$ cat src/rtl/cpu6502_pkg.sv
// Shared types and constants for the 6502 interrupt/reset sequencer.
// State encoding, vector addresses and data-bus push source codes.
package cpu6502_pkg;

  typedef enum logic [2:0] {
    S_IDLE = 3'd0,
    S_T1   = 3'd1,
    S_T2   = 3'd2,
    S_T3   = 3'd3,
    S_T4   = 3'd4,
    S_T5   = 3'd5,
    S_T6   = 3'd6
  } seq_state_t;

  localparam logic [15:0] VEC_NMI = 16'hFFFA;
  localparam logic [15:0] VEC_RES = 16'hFFFC;
  localparam logic [15:0] VEC_IRQ = 16'hFFFE;

  localparam logic [1:0] PUSH_NONE = 2'd0;
  localparam logic [1:0] PUSH_PCH  = 2'd1;
  localparam logic [1:0] PUSH_PCL  = 2'd2;
  localparam logic [1:0] PUSH_P    = 2'd3;

  function automatic logic [7:0] vec_lo(
    input logic [15:0] v
  );
    return v[7:0];
  endfunction

endpackage

$ cat src/rtl/sync_edge_det.sv
// Two-flop synchronizer for an asynchronous pin, with a
// one-cycle pulse on each falling edge of the synchronized level.
module sync_edge_det (
  input  logic clk,
  input  logic rst_n,
  input  logic din,
  output logic level,
  output logic fall
);

  logic s1;
  logic s2;
  logic s3;

  always_ff @(posedge clk or negedge rst_n) begin
    if (!rst_n) begin
      s1 <= 1'b0;
      s2 <= 1'b0;
      s3 <= 1'b0;
    end else begin
      s1 <= din;
      s2 <= s1;
      s3 <= s2;
    end
  end

  assign level = s2;
  assign fall  = s3 & ~s2;

endmodule

$ cat src/rtl/interrupt_sequencer.sv
// Reset/NMI/IRQ/BRK entry sequencer: pushes PC and P, then
// fetches the selected vector while overriding the decoder.
module interrupt_sequencer
  import cpu6502_pkg::*;
(
  input  logic       phi2,
  input  logic       RES_n,
  input  logic       NMI_n,
  input  logic       IRQ_n,
  input  logic       I_flag,
  input  logic       fetch_T0,
  input  logic       brk_op,
  output logic       seq_active,
  output logic [2:0] seq_state,
  output logic [1:0] push_sel,
  output logic       SP_dec,
  output logic       R_W_n,
  output logic [7:0] vec_ADL,
  output logic [7:0] vec_ADH,
  output logic       DL_PCL,
  output logic       DL_PCH,
  output logic       set_I,
  output logic       B_flag
);

  seq_state_t state;
  seq_state_t next;

  logic       nmi_lvl;
  logic       nmi_fall;
  logic       irq_lvl;
  logic       irq_fall;
  logic       reset_pend;
  logic       nmi_pend;
  logic       is_res;
  logic       is_nmi;
  logic       is_brk;
  logic       pch_q;
  logic [7:0] vec_q;
  logic       irq_take;
  logic       take;
  logic       hijack;

  sync_edge_det u_nmi (
    .clk   (phi2),
    .rst_n (RES_n),
    .din   (NMI_n),
    .level (nmi_lvl),
    .fall  (nmi_fall)
  );

  sync_edge_det u_irq (
    .clk   (phi2),
    .rst_n (RES_n),
    .din   (IRQ_n),
    .level (irq_lvl),
    .fall  (irq_fall)
  );

  assign irq_take = ~irq_lvl & ~I_flag;
  assign take = (state == S_IDLE) & fetch_T0
              & (reset_pend | nmi_pend | irq_take | brk_op);

  // A pending NMI steals an IRQ/BRK vector up to the last push
  assign hijack = (state inside {S_T1, S_T2, S_T3, S_T4})
                & nmi_pend & ~is_res & ~is_nmi;

  always_ff @(posedge phi2 or negedge RES_n) begin
    if (!RES_n) begin
      state      <= S_IDLE;
      reset_pend <= 1'b1;
      nmi_pend   <= 1'b0;
      is_res     <= 1'b0;
      is_nmi     <= 1'b0;
      is_brk     <= 1'b0;
      pch_q      <= 1'b0;
      vec_q      <= 8'h00;
    end else begin
      state <= next;
      pch_q <= (state == S_T6);
      if (nmi_fall)
        nmi_pend <= 1'b1;
      else if (state == S_T5 && is_nmi)
        nmi_pend <= 1'b0;
      if (take) begin
        is_res <= 1'b0;
        is_nmi <= 1'b0;
        is_brk <= 1'b0;
        priority case (1'b1)
          reset_pend: begin
            vec_q      <= vec_lo(VEC_RES);
            is_res     <= 1'b1;
            reset_pend <= 1'b0;
          end
          nmi_pend: begin
            vec_q  <= vec_lo(VEC_NMI);
            is_nmi <= 1'b1;
          end
          irq_take: vec_q <= vec_lo(VEC_IRQ);
          default: begin
            vec_q  <= vec_lo(VEC_IRQ);
            is_brk <= 1'b1;
          end
        endcase
      end else if (hijack) begin
        vec_q  <= vec_lo(VEC_NMI);
        is_nmi <= 1'b1;
      end
    end
  end

  always_comb begin
    next = state;
    unique case (state)
      S_IDLE:  if (take) next = S_T1;
      S_T1:    next = S_T2;
      S_T2:    next = S_T3;
      S_T3:    next = S_T4;
      S_T4:    next = S_T5;
      S_T5:    next = S_T6;
      S_T6:    next = S_IDLE;
      default: next = S_IDLE;
    endcase
  end

  always_comb begin
    seq_active = (state != S_IDLE);
    seq_state  = state;
    push_sel   = PUSH_NONE;
    SP_dec     = 1'b0;
    R_W_n      = 1'b1;
    vec_ADL    = 8'h00;
    vec_ADH    = 8'h00;
    DL_PCL     = 1'b0;
    DL_PCH     = pch_q;
    set_I      = 1'b0;
    B_flag     = is_brk & (state != S_IDLE);
    unique case (state)
      S_T2: begin
        push_sel = PUSH_PCH;
        SP_dec   = 1'b1;
        R_W_n    = is_res;
      end
      S_T3: begin
        push_sel = PUSH_PCL;
        SP_dec   = 1'b1;
        R_W_n    = is_res;
      end
      S_T4: begin
        push_sel = PUSH_P;
        SP_dec   = 1'b1;
        R_W_n    = is_res;
      end
      S_T5: begin
        vec_ADL = vec_q;
        vec_ADH = VEC_IRQ[15:8];
        set_I   = 1'b1;
      end
      S_T6: begin
        vec_ADL = vec_q + 8'd1;
        vec_ADH = VEC_IRQ[15:8];
        DL_PCL  = 1'b1;
      end
      default: ;
    endcase
  end

endmodule

$ cat config.mk
export PLATFORM = sky130hd
export DESIGN_NAME = interrupt_sequencer
export DESIGN_NICKNAME = d
export VERILOG_FILES = /design/src/rtl/cpu6502_pkg.sv /design/src/rtl/sync_edge_det.sv /design/src/rtl/interrupt_sequencer.sv
export SDC_FILE = /design/constraint.sdc
export NUM_CORES = 1
export LEC_CHECK = 0
export ABC_CLOCK_PERIOD_IN_PS = 1600
export CAP_MARGIN = 20
export CORE_MARGIN = 2
export CORE_UTILIZATION = 37
export DETAILED_ROUTE_END_ITERATION = 10
export PLACE_DENSITY_LB_ADDON = 0.2
export SETUP_SLACK_MARGIN = 0.2
export SYNTH_ARGS = -nofsm -noshare
export SYNTH_HDL_FRONTEND = slang
export SYNTH_SLANG_ARGS = --single-unit
$ cat constraint.sdc
create_clock -name phi2 -period 1.6 [get_ports phi2]
set_clock_uncertainty 0.05 [all_clocks]
set_input_delay 0.24 -clock phi2 [delete_from_list [all_inputs] [get_ports phi2]]
set_output_delay 0.24 -clock phi2 [all_outputs]
set_load 0.1 [all_outputs]
==> results_dict.tcl, run 1 <==
set metrics [dict create \
    cts_root_buf "clkbuf_4" \
    setup_viol 31 \
    arrival_ns 1.58 \
    ios 35 \
    period_minus_slack_ns 1.87 \
    stdcell_count 148 \
    clock_sink_count 17 \
    crit_slowest_cell "dfrtp_4" \
    ys_top_cells_by_area "dfrtp_1 48%, buf_4 11%, o31a_1 4.2%" \
    placed_cell_area_sq_um 1570 \
    fin_crit_sh 1.17 \
    antenna_found_initial 0 \
    synthFlopType "dfrtp_1" \
    yosys_warnings 0 \
    dp.cells 137 \
    status "complete, but fails checks" \
    syn_avg_cell_area_sq_um 10.8 \
    first_pass_iters 4 \
    async_reset_ff_frac 1.00 \
    synth_top_area_share 0.482 \
    slew_headroom 0.716 \
    dieWidth_microns 51.4 \
    final_common_cell "buf_12" \
    avgViaCountPerCell 4.91 \
    max_freq_mhz 534 \
    slowest_delay_ns 0.54 \
    dp_slack_ns -0.0195 \
    postRouteAntennaNets 0 \
    drc 0 \
    required_ns 1.31 \
    timing.final.max_slew_violations 0 \
    gp_congestion 0.707 \
    drtIter0Drc 10 \
    syn_inst 77 \
    num_vias 726 \
    ys_ff_latch 17 \
    final_cell_mix "28 x buf_12, 16 x buf_4, 13 x dfrtp_1" \
    die_y_microns 51.4 \
    syn_to_final_growth_pct 104 \
    grt_max_degree 18 \
    grt_pass1_wl_microns 3420 \
    grt_overflow 0 \
    cp.depth 3 \
    yosysUniqueCellTypes 28 \
    num_rows 17 \
    path_class "register to output port" \
    first_global_vias 738 \
    rsz0062_at_grt "yes" \
    critPathLaunchType "register" \
    hpwl_microns 1530 \
    synth_edf_count 0 \
    syn_area_sq_um 831 \
    holdWs_ns 0.200 \
    path_clk_slew_ns 0.10 \
    hold_path.class "input port to asynchronous set/reset pin" \
    final_hold_viol_count 0 \
    cts-htree-levels 1 \
    clk_latency_ns 0.29 \
    start_util 0.383 \
    portBuffers 34 \
    diodes 0 \
    wl_per_cell_microns 14.6 \
    track_usage 0.174 \
    ctsHoldBuffers 0 \
    crit_fanout 5 \
    ys_seq_area_frac 0.514 \
    crit_chain "or3_4 -> and2_4 -> buf_12" \
    cap_viol_max_count 0 \
    path_buf_inv 1 \
    synth_nets 84 \
    finalNetCount 128 \
    clock_path_buffers 2 \
    numCtsBuffers 3 \
    stdcell_area_sq_um 1700 \
    core_sq_um 2170 \
    setup_slack_ns -0.271 \
    synth_top_cell_by_area "dfrtp_1" \
    cts_tree "done" \
    worst_setup_path_end_kind "output port" \
    crit_family "simple AND/OR/NAND/NOR gates" \
    drive_above_1_share 0.625 \
    dieArea_sq_um 2640 \
    violations "negative setup slack" \
    rr_worst_depth 4 \
    wl_microns 2160 \
    tightest_slew_ns 0.420 \
]
## sequential cells by signal (all words and copies together) (netlist names)
register / cells
nmi_pend: 1
is_brk: 1
vec_q: 3
seq_state: 3
u_nmi.level: 1
u_irq.s1: 1
DL_PCH: 1
is_res: 1
u_nmi.s3: 1
u_nmi.s1: 1
reset_pend: 1
u_irq.level: 1
is_nmi: 1
## final cells by class
type                            count  area, sq um
Clock buffer                        3         22.5
Clock inverter                      1         7.51
Fill cell                         139          472
Inverter                            3         11.3
Multi-Input combinational cell     42          398
Sequential cell                    17          438
Tap cell                           28         35.0
Timing Repair Buffer               54          786
## metrics by stage
stage / utilization / TNS [ns]
floorplan: - / -10.86
global placement: 0.724 / -0.0128
detailed placement: 0.724 / -0.0308
CTS: 0.770 / -5.09
global route: 0.783 / -7.66
finish: 0.783 / -5.86
## metal layers
layer  global-route usage  up-vias  routed length (microns)
met3               0.0409        4                      149
li1                     -      336                        -
met1                0.212      356                      848
met2                0.284       30                     1130
met4               0.0921        0                       25
met5                    0        -                        0
## final timing paths
kind	start	endpoint	slack [ns]
max	seq_state[0]	B_flag	-0.27
min	RES_n	u_nmi.s3	0.20
max reg2reg	seq_state[1]	vec_q[2]	-0.10
min reg2reg	u_irq.s1	u_irq.level	0.31
max in group asynchronous	RES_n	reset_pend	1.05
min in group phi2	u_irq.s1	u_irq.level	0.31
## synth_stat cells (2+ instances only)
library cell,count
nand2b_1,3
a21oi_1,3
buf_4,12
o21ai_0,4
and3_1,3
nor2_1,3
dfrtp_1,16
o21ai_1,2
nand2_1,4
buf_2,2
and2_1,2
inv_1,3
o31a_1,4
nor2b_1,2
## cell families (layout without fill, tap and decap cells)
| family | after synthesis | after routing | synth area share |
|---|---|---|---|
| buffers and inverters | 18 | 61 | 0.139 |
| and+or+nand+nor | 24 | 24 | 0.197 |
| DFF | 17 | 17 | 0.514 |
| AOI/OAI and AO/OA | 16 | 16 | 0.128 |
| muxes | 1 | 1 | 0.0120 |
| xor gates and xnor gates | 1 | 1 | 0.0105 |
## timing repair
item,in CTS,in global routing
pin swaps,10,5
resized for setup,6,3
endpoints found under the setup margin,34,35
setup buffers,6,1
Power of run 1 is not shown: default switching activity piles up to over one toggle a cycle in this logic, so the estimate is an artifact.
==> inputs of run 2 (changes only) <==
Settings changed: ABC_CLOCK_PERIOD_IN_PS 1600 to 2300, CORE_UTILIZATION 37 to 44, MAX_ROUTING_LAYER set to met4.
Clock period 1.6 ns to 2.3 ns, I/O delays scaled along.
==> run 2 against run 1 <==
Compared with the run above:
- the run now ends clean
- first-iteration DRC count rose by 100%
- routed wire length fell by 2.9%
- sequential share of layout area is 3.4 points higher
- flip-flop and latch count unchanged
- hold slack better by 0.11 ns
- largest cell class unchanged
==> results_dict.tcl, run 2 (synthesis results as in run 1) <==
set metrics [dict create \
    status "finished, final reports clean" \
    required_ns 1.90 \
    first_global_vias 571 \
    cts_root_buf "clkbuf_4" \
    track_usage 0.185 \
    final_hold_viol_count 0 \
    drtIter0Drc 20 \
    clock_sink_count 17 \
    first_pass_iters 4 \
    cts-htree-levels 1 \
    num_vias 707 \
    fin_crit_sh 0.894 \
    ios 35 \
    final_common_cell "buf_12" \
    wl_microns 2090 \
    grt_overflow 0 \
    placed_cell_area_sq_um 1410 \
    path_clk_slew_ns 0.11 \
    clk_latency_ns 0.30 \
    timing.final.max_slew_violations 0 \
    r2r_setup_slack_ns 0.50 \
    slew_headroom 0.601 \
    start_util 0.476 \
    arrival_ns 1.66 \
    grt_pass1_wl_microns 2690 \
    fin_util 0.859 \
    antenna_found_initial 0 \
    postRouteAntennaNets 0 \
    path_class "register to output port" \
    final_cell_mix "23 x buf_12, 14 x buf_4, 13 x dfrtp_1" \
    dieArea_sq_um 2250 \
    grt_max_degree 18 \
    cts_tree "done" \
    dp_slack_ns 0.508 \
    drc 0 \
    finalNetCount 117 \
    core_sq_um 1750 \
    diodes 0 \
    crit_fanout 9 \
    rsz0062_at_grt "no" \
    setup_slack_ns 0.243 \
    max_freq_mhz 486 \
    cap_viol_max_count 0 \
    num_rows 15 \
    setup_viol 0 \
    clock_path_buffers 2 \
    hold_path.class "input port to asynchronous set/reset pin" \
    gp_congestion 0.753 \
    syn_to_final_growth_pct 80.6 \
    critPathLaunchType "register" \
    tightest_slew_ns 0.590 \
    dieWidth_microns 47.5 \
    numCtsBuffers 3 \
    period_minus_slack_ns 2.06 \
    die_y_microns 47.5 \
    portBuffers 34 \
    dp.cells 122 \
    drive_above_1_share 0.569 \
    worst_setup_path_end_kind "output port" \
    stdcell_area_sq_um 1500 \
    avgViaCountPerCell 5.28 \
    wl_per_cell_microns 15.6 \
    stdcell_count 134 \
]
[run 2: changes by cell type in the layout (fill, tap and decap cells not counted), sizes merged]
cell,delta
clkinvlp,-1
clkinv,+1
buf,-11
[run 2: worst paths after layout]
path	start	end	depth (start not counted)
setup / recovery	seq_state[1]	B_flag	3
hold / removal	RES_n	is_nmi	2
setup reg to reg	seq_state[1]	is_nmi	4
hold reg to reg	u_irq.s1	u_irq.level	0
max in group asynchronous	RES_n	reset_pend	2
min in group phi2	u_irq.s1	u_irq.level	0
[run 2: per-stage QoR]
stage / TNS [ns] / hold slack, ns
after floorplan: -0.00220 / -0.000591
after CTS: 0 / 0.304
after detailed placement: 0 / 0.285
after global placement: 0 / 0.284
final: 0 / 0.308
after global routing: 0 / 0.317
[run 2: final cells by class]
cell class	count	area (sq um)
repair buffers	43	626
flip-flops and latches	17	438
multi-input cells	42	367
fillers	80	245
well taps	25	31.3
clock buffers	3	22.5
inverters	3	11.3
clock inverters	1	5.00
[run 2: repair_timing]
action,4_1_cts,5_1_grt
hold buffers,0,0
pin swaps,1,1
endpoints found under the setup margin,13,9
gates resized for setup,1,0
setup buffers,0,8
[run 2: critical path, cell delays in order (launching register included)]
cell and delay [ns]:
dfrtp_4 0.56, or3_4 0.41, and2_2 0.22, buf_12 0.16
[run 2: metal layers]
layer | part of all wire | global-route usage
met1 | 0.38 | 0.225
met2 | 0.49 | 0.295
met3 | 0.089 | 0.0340
met4 | 0.044 | 0.0944
met5 | 0 | -
Power of run 2 is left out for the same reason.
==> inputs of run 3 (changes only) <==
Settings changed: ABC_AREA set to 1.
==> run 3 against run 2 <==
Compared with the run above:
- synthesized area up 1.5%
- largest cell class unchanged
- critical path depth is 2 higher
- final cell count increased by 15%
- global-route usage is 1.6 points higher
- routed wire length grew 6.6%
- cell area rose by 4.6%
- fmax increased by 0.30%
- sequential share of layout area shrank 1.3 points
==> results_dict.tcl, run 3 <==
set metrics [dict create \
    portBuffers 34 \
    tightest_slew_ns 0.425 \
    period_minus_slack_ns 2.05 \
    path_class "register to output port" \
    yosys_warnings 0 \
    worst_setup_path_end_kind "output port" \
    rsz0062_at_grt "no" \
    crit_top_cell "buf_12" \
    yosysMostFrequentCell "nand2_1" \
    postRouteAntennaNets 0 \
    dieArea_sq_um 2280 \
    yosysUniqueCellTypes 17 \
    clk_latency_ns 0.29 \
    first_global_vias 677 \
    fin_crit_sh 0.892 \
    hpwl_microns 1440 \
    setup_viol 0 \
    path_buf_inv 2 \
    dieWidth_microns 47.8 \
    drive_above_1_share 0.488 \
    first_pass_iters 4 \
    async_reset_ff_frac 1.00 \
    clock_path_buffers 2 \
    wl_per_cell_microns 14.5 \
    crit_fanout 5 \
    drtIter0Drc 11 \
    cts-htree-levels 1 \
    slowest_delay_ns 0.54 \
    final_common_cell "buf_12" \
    timing.final.max_slew_violations 0 \
    cts_root_buf "clkbuf_4" \
    ios 35 \
    grt_pass1_wl_microns 2950 \
    ctsHoldBuffers 0 \
    path_clk_slew_ns 0.10 \
    avgViaCountPerCell 4.86 \
    arrival_ns 1.66 \
    ys_ff_latch 17 \
    dp.cells 144 \
    final_hold_viol_count 0 \
    critPathLaunchType "register" \
    required_ns 1.90 \
    synth_top_cell_by_area "dfrtp_1" \
    synthFlopType "dfrtp_1" \
    crit_slowest_cell "dfrtp_4" \
    die_y_microns 47.8 \
    final_cell_mix "26 x buf_12, 17 x nand2_1, 14 x inv_1" \
    syn_avg_cell_area_sq_um 8.78 \
    ys_top_cells_by_area "dfrtp_1 47%, buf_4 11%, nand2_1 8.5%" \
    num_rows 15 \
    ys_seq_area_frac 0.506 \
    gp_congestion 0.806 \
    track_usage 0.201 \
    max_freq_mhz 488 \
    status "finished, final reports clean" \
    hold_path.class "input port to asynchronous set/reset pin" \
    numCtsBuffers 3 \
    grt_overflow 0 \
    synth_nets 103 \
    syn_to_final_growth_pct 86.1 \
    drc 0 \
    slew_headroom 0.716 \
    antenna_found_initial 0 \
    syn_area_sq_um 843 \
    finalNetCount 137 \
    synth_edf_count 0 \
    grt_max_degree 11 \
    stdcell_count 154 \
    crit_chain "nand2_1 -> nand2_8 -> nor2_4 -> buf_12 -> buf_12" \
    cap_viol_max_count 0 \
    start_util 0.478 \
    syn_inst 96 \
    cts_tree "done" \
    num_vias 749 \
    synth_top_area_share 0.475 \
    core_sq_um 1760 \
    crit_family "flip-flops" \
    clock_sink_count 17 \
    diodes 0 \
    ys_top_cells_by_count "19 x nand2_1, 16 x dfrtp_1, 16 x inv_1" \
    wl_microns 2230 \
]
run 3: cell count changes after synthesis, sizes merged, moves of 3 or more:
cell / delta
and3: -3
nand2: +18
nor2: +9
o31a: -4
nand3: +8
o21ai: -4
nand2b: -3
inv: +13
run 3: worst paths after layout:
| check | startpoint | to | slack (ns) | cells past startpoint |
|---|---|---|---|---|
| max | seq_state[0] | vec_ADL[7] | 0.25 | 5 |
| min | RES_n | u_nmi.level | 0.30 | 1 |
| max reg2reg | seq_state[1] | is_res | 0.74 | 7 |
| min reg2reg | u_nmi.s1 | u_nmi.level | 0.31 | 0 |
| max in group asynchronous | RES_n | reset_pend | 1.34 | 2 |
| min in group phi2 | u_nmi.s1 | u_nmi.level | 0.31 | 0 |
run 3: cells by family (layout without fill, tap and decap cells):
logic type | count (synthesis) | in the layout | synth area share
buf+inv | 28 | 61 | 0.178
simple gates | 43 | 43 | 0.260
flops | 17 | 17 | 0.506
compound gates | 8 | 8 | 0.0564
run 3: final cells by class:
| class | count | area, sq um |
|---|---|---|
| clock inverter | 1 | 5.00 |
| timing repair buffer | 41 | 648 |
| fill | 79 | 195 |
| tap | 25 | 31.3 |
| sequential | 17 | 438 |
| clock buffer | 3 | 22.5 |
| multi-input combinational | 51 | 358 |
| inverter | 16 | 66.3 |
run 3: stage by stage:
stage | util | worst slack (ns) | area, sq um | hold WS, ns | TNS (ns)
detailed placement | 0.828 | 0.358 | 1460 | 0.292 | 0
global route | 0.889 | 0.197 | 1570 | 0.313 | 0
finish | 0.889 | 0.249 | 1570 | 0.295 | 0
CTS | 0.855 | 0.211 | 1510 | 0.288 | 0
global placement | 0.828 | 0.398 | 1460 | 0.285 | 0
floorplan | - | -0.182 | 1090 | -0.000591 | -1.31
run 3: worst reg2reg max path: stages (launching register included):
cell	delay [ns]
dfrtp_4	0.53
buf_4	0.17
nor2_4	0.18
nand2_4	0.12
nor2_8	0.14
nand2_4	0.10
nand2_1	0.11
nand2_1	0.06
run 3: what timing repair did:
action | in CTS | in global routing
resized for setup | 0 | 2
endpoints found under the setup margin | 13 | 13
setup buffers | 1 | 5
pin swaps | 1 | 2
run 3: routing by layer:
layer  wire length (microns)  global-route usage  vias to the layer above
li1                        -                   -                      346
met1                     787               0.211                      361
met2                    1250               0.341                       36
met3                     137              0.0604                        6
met4                      52              0.0973                        0
met5                       0                   -                        -
Power of run 3 is left out for the same reason.
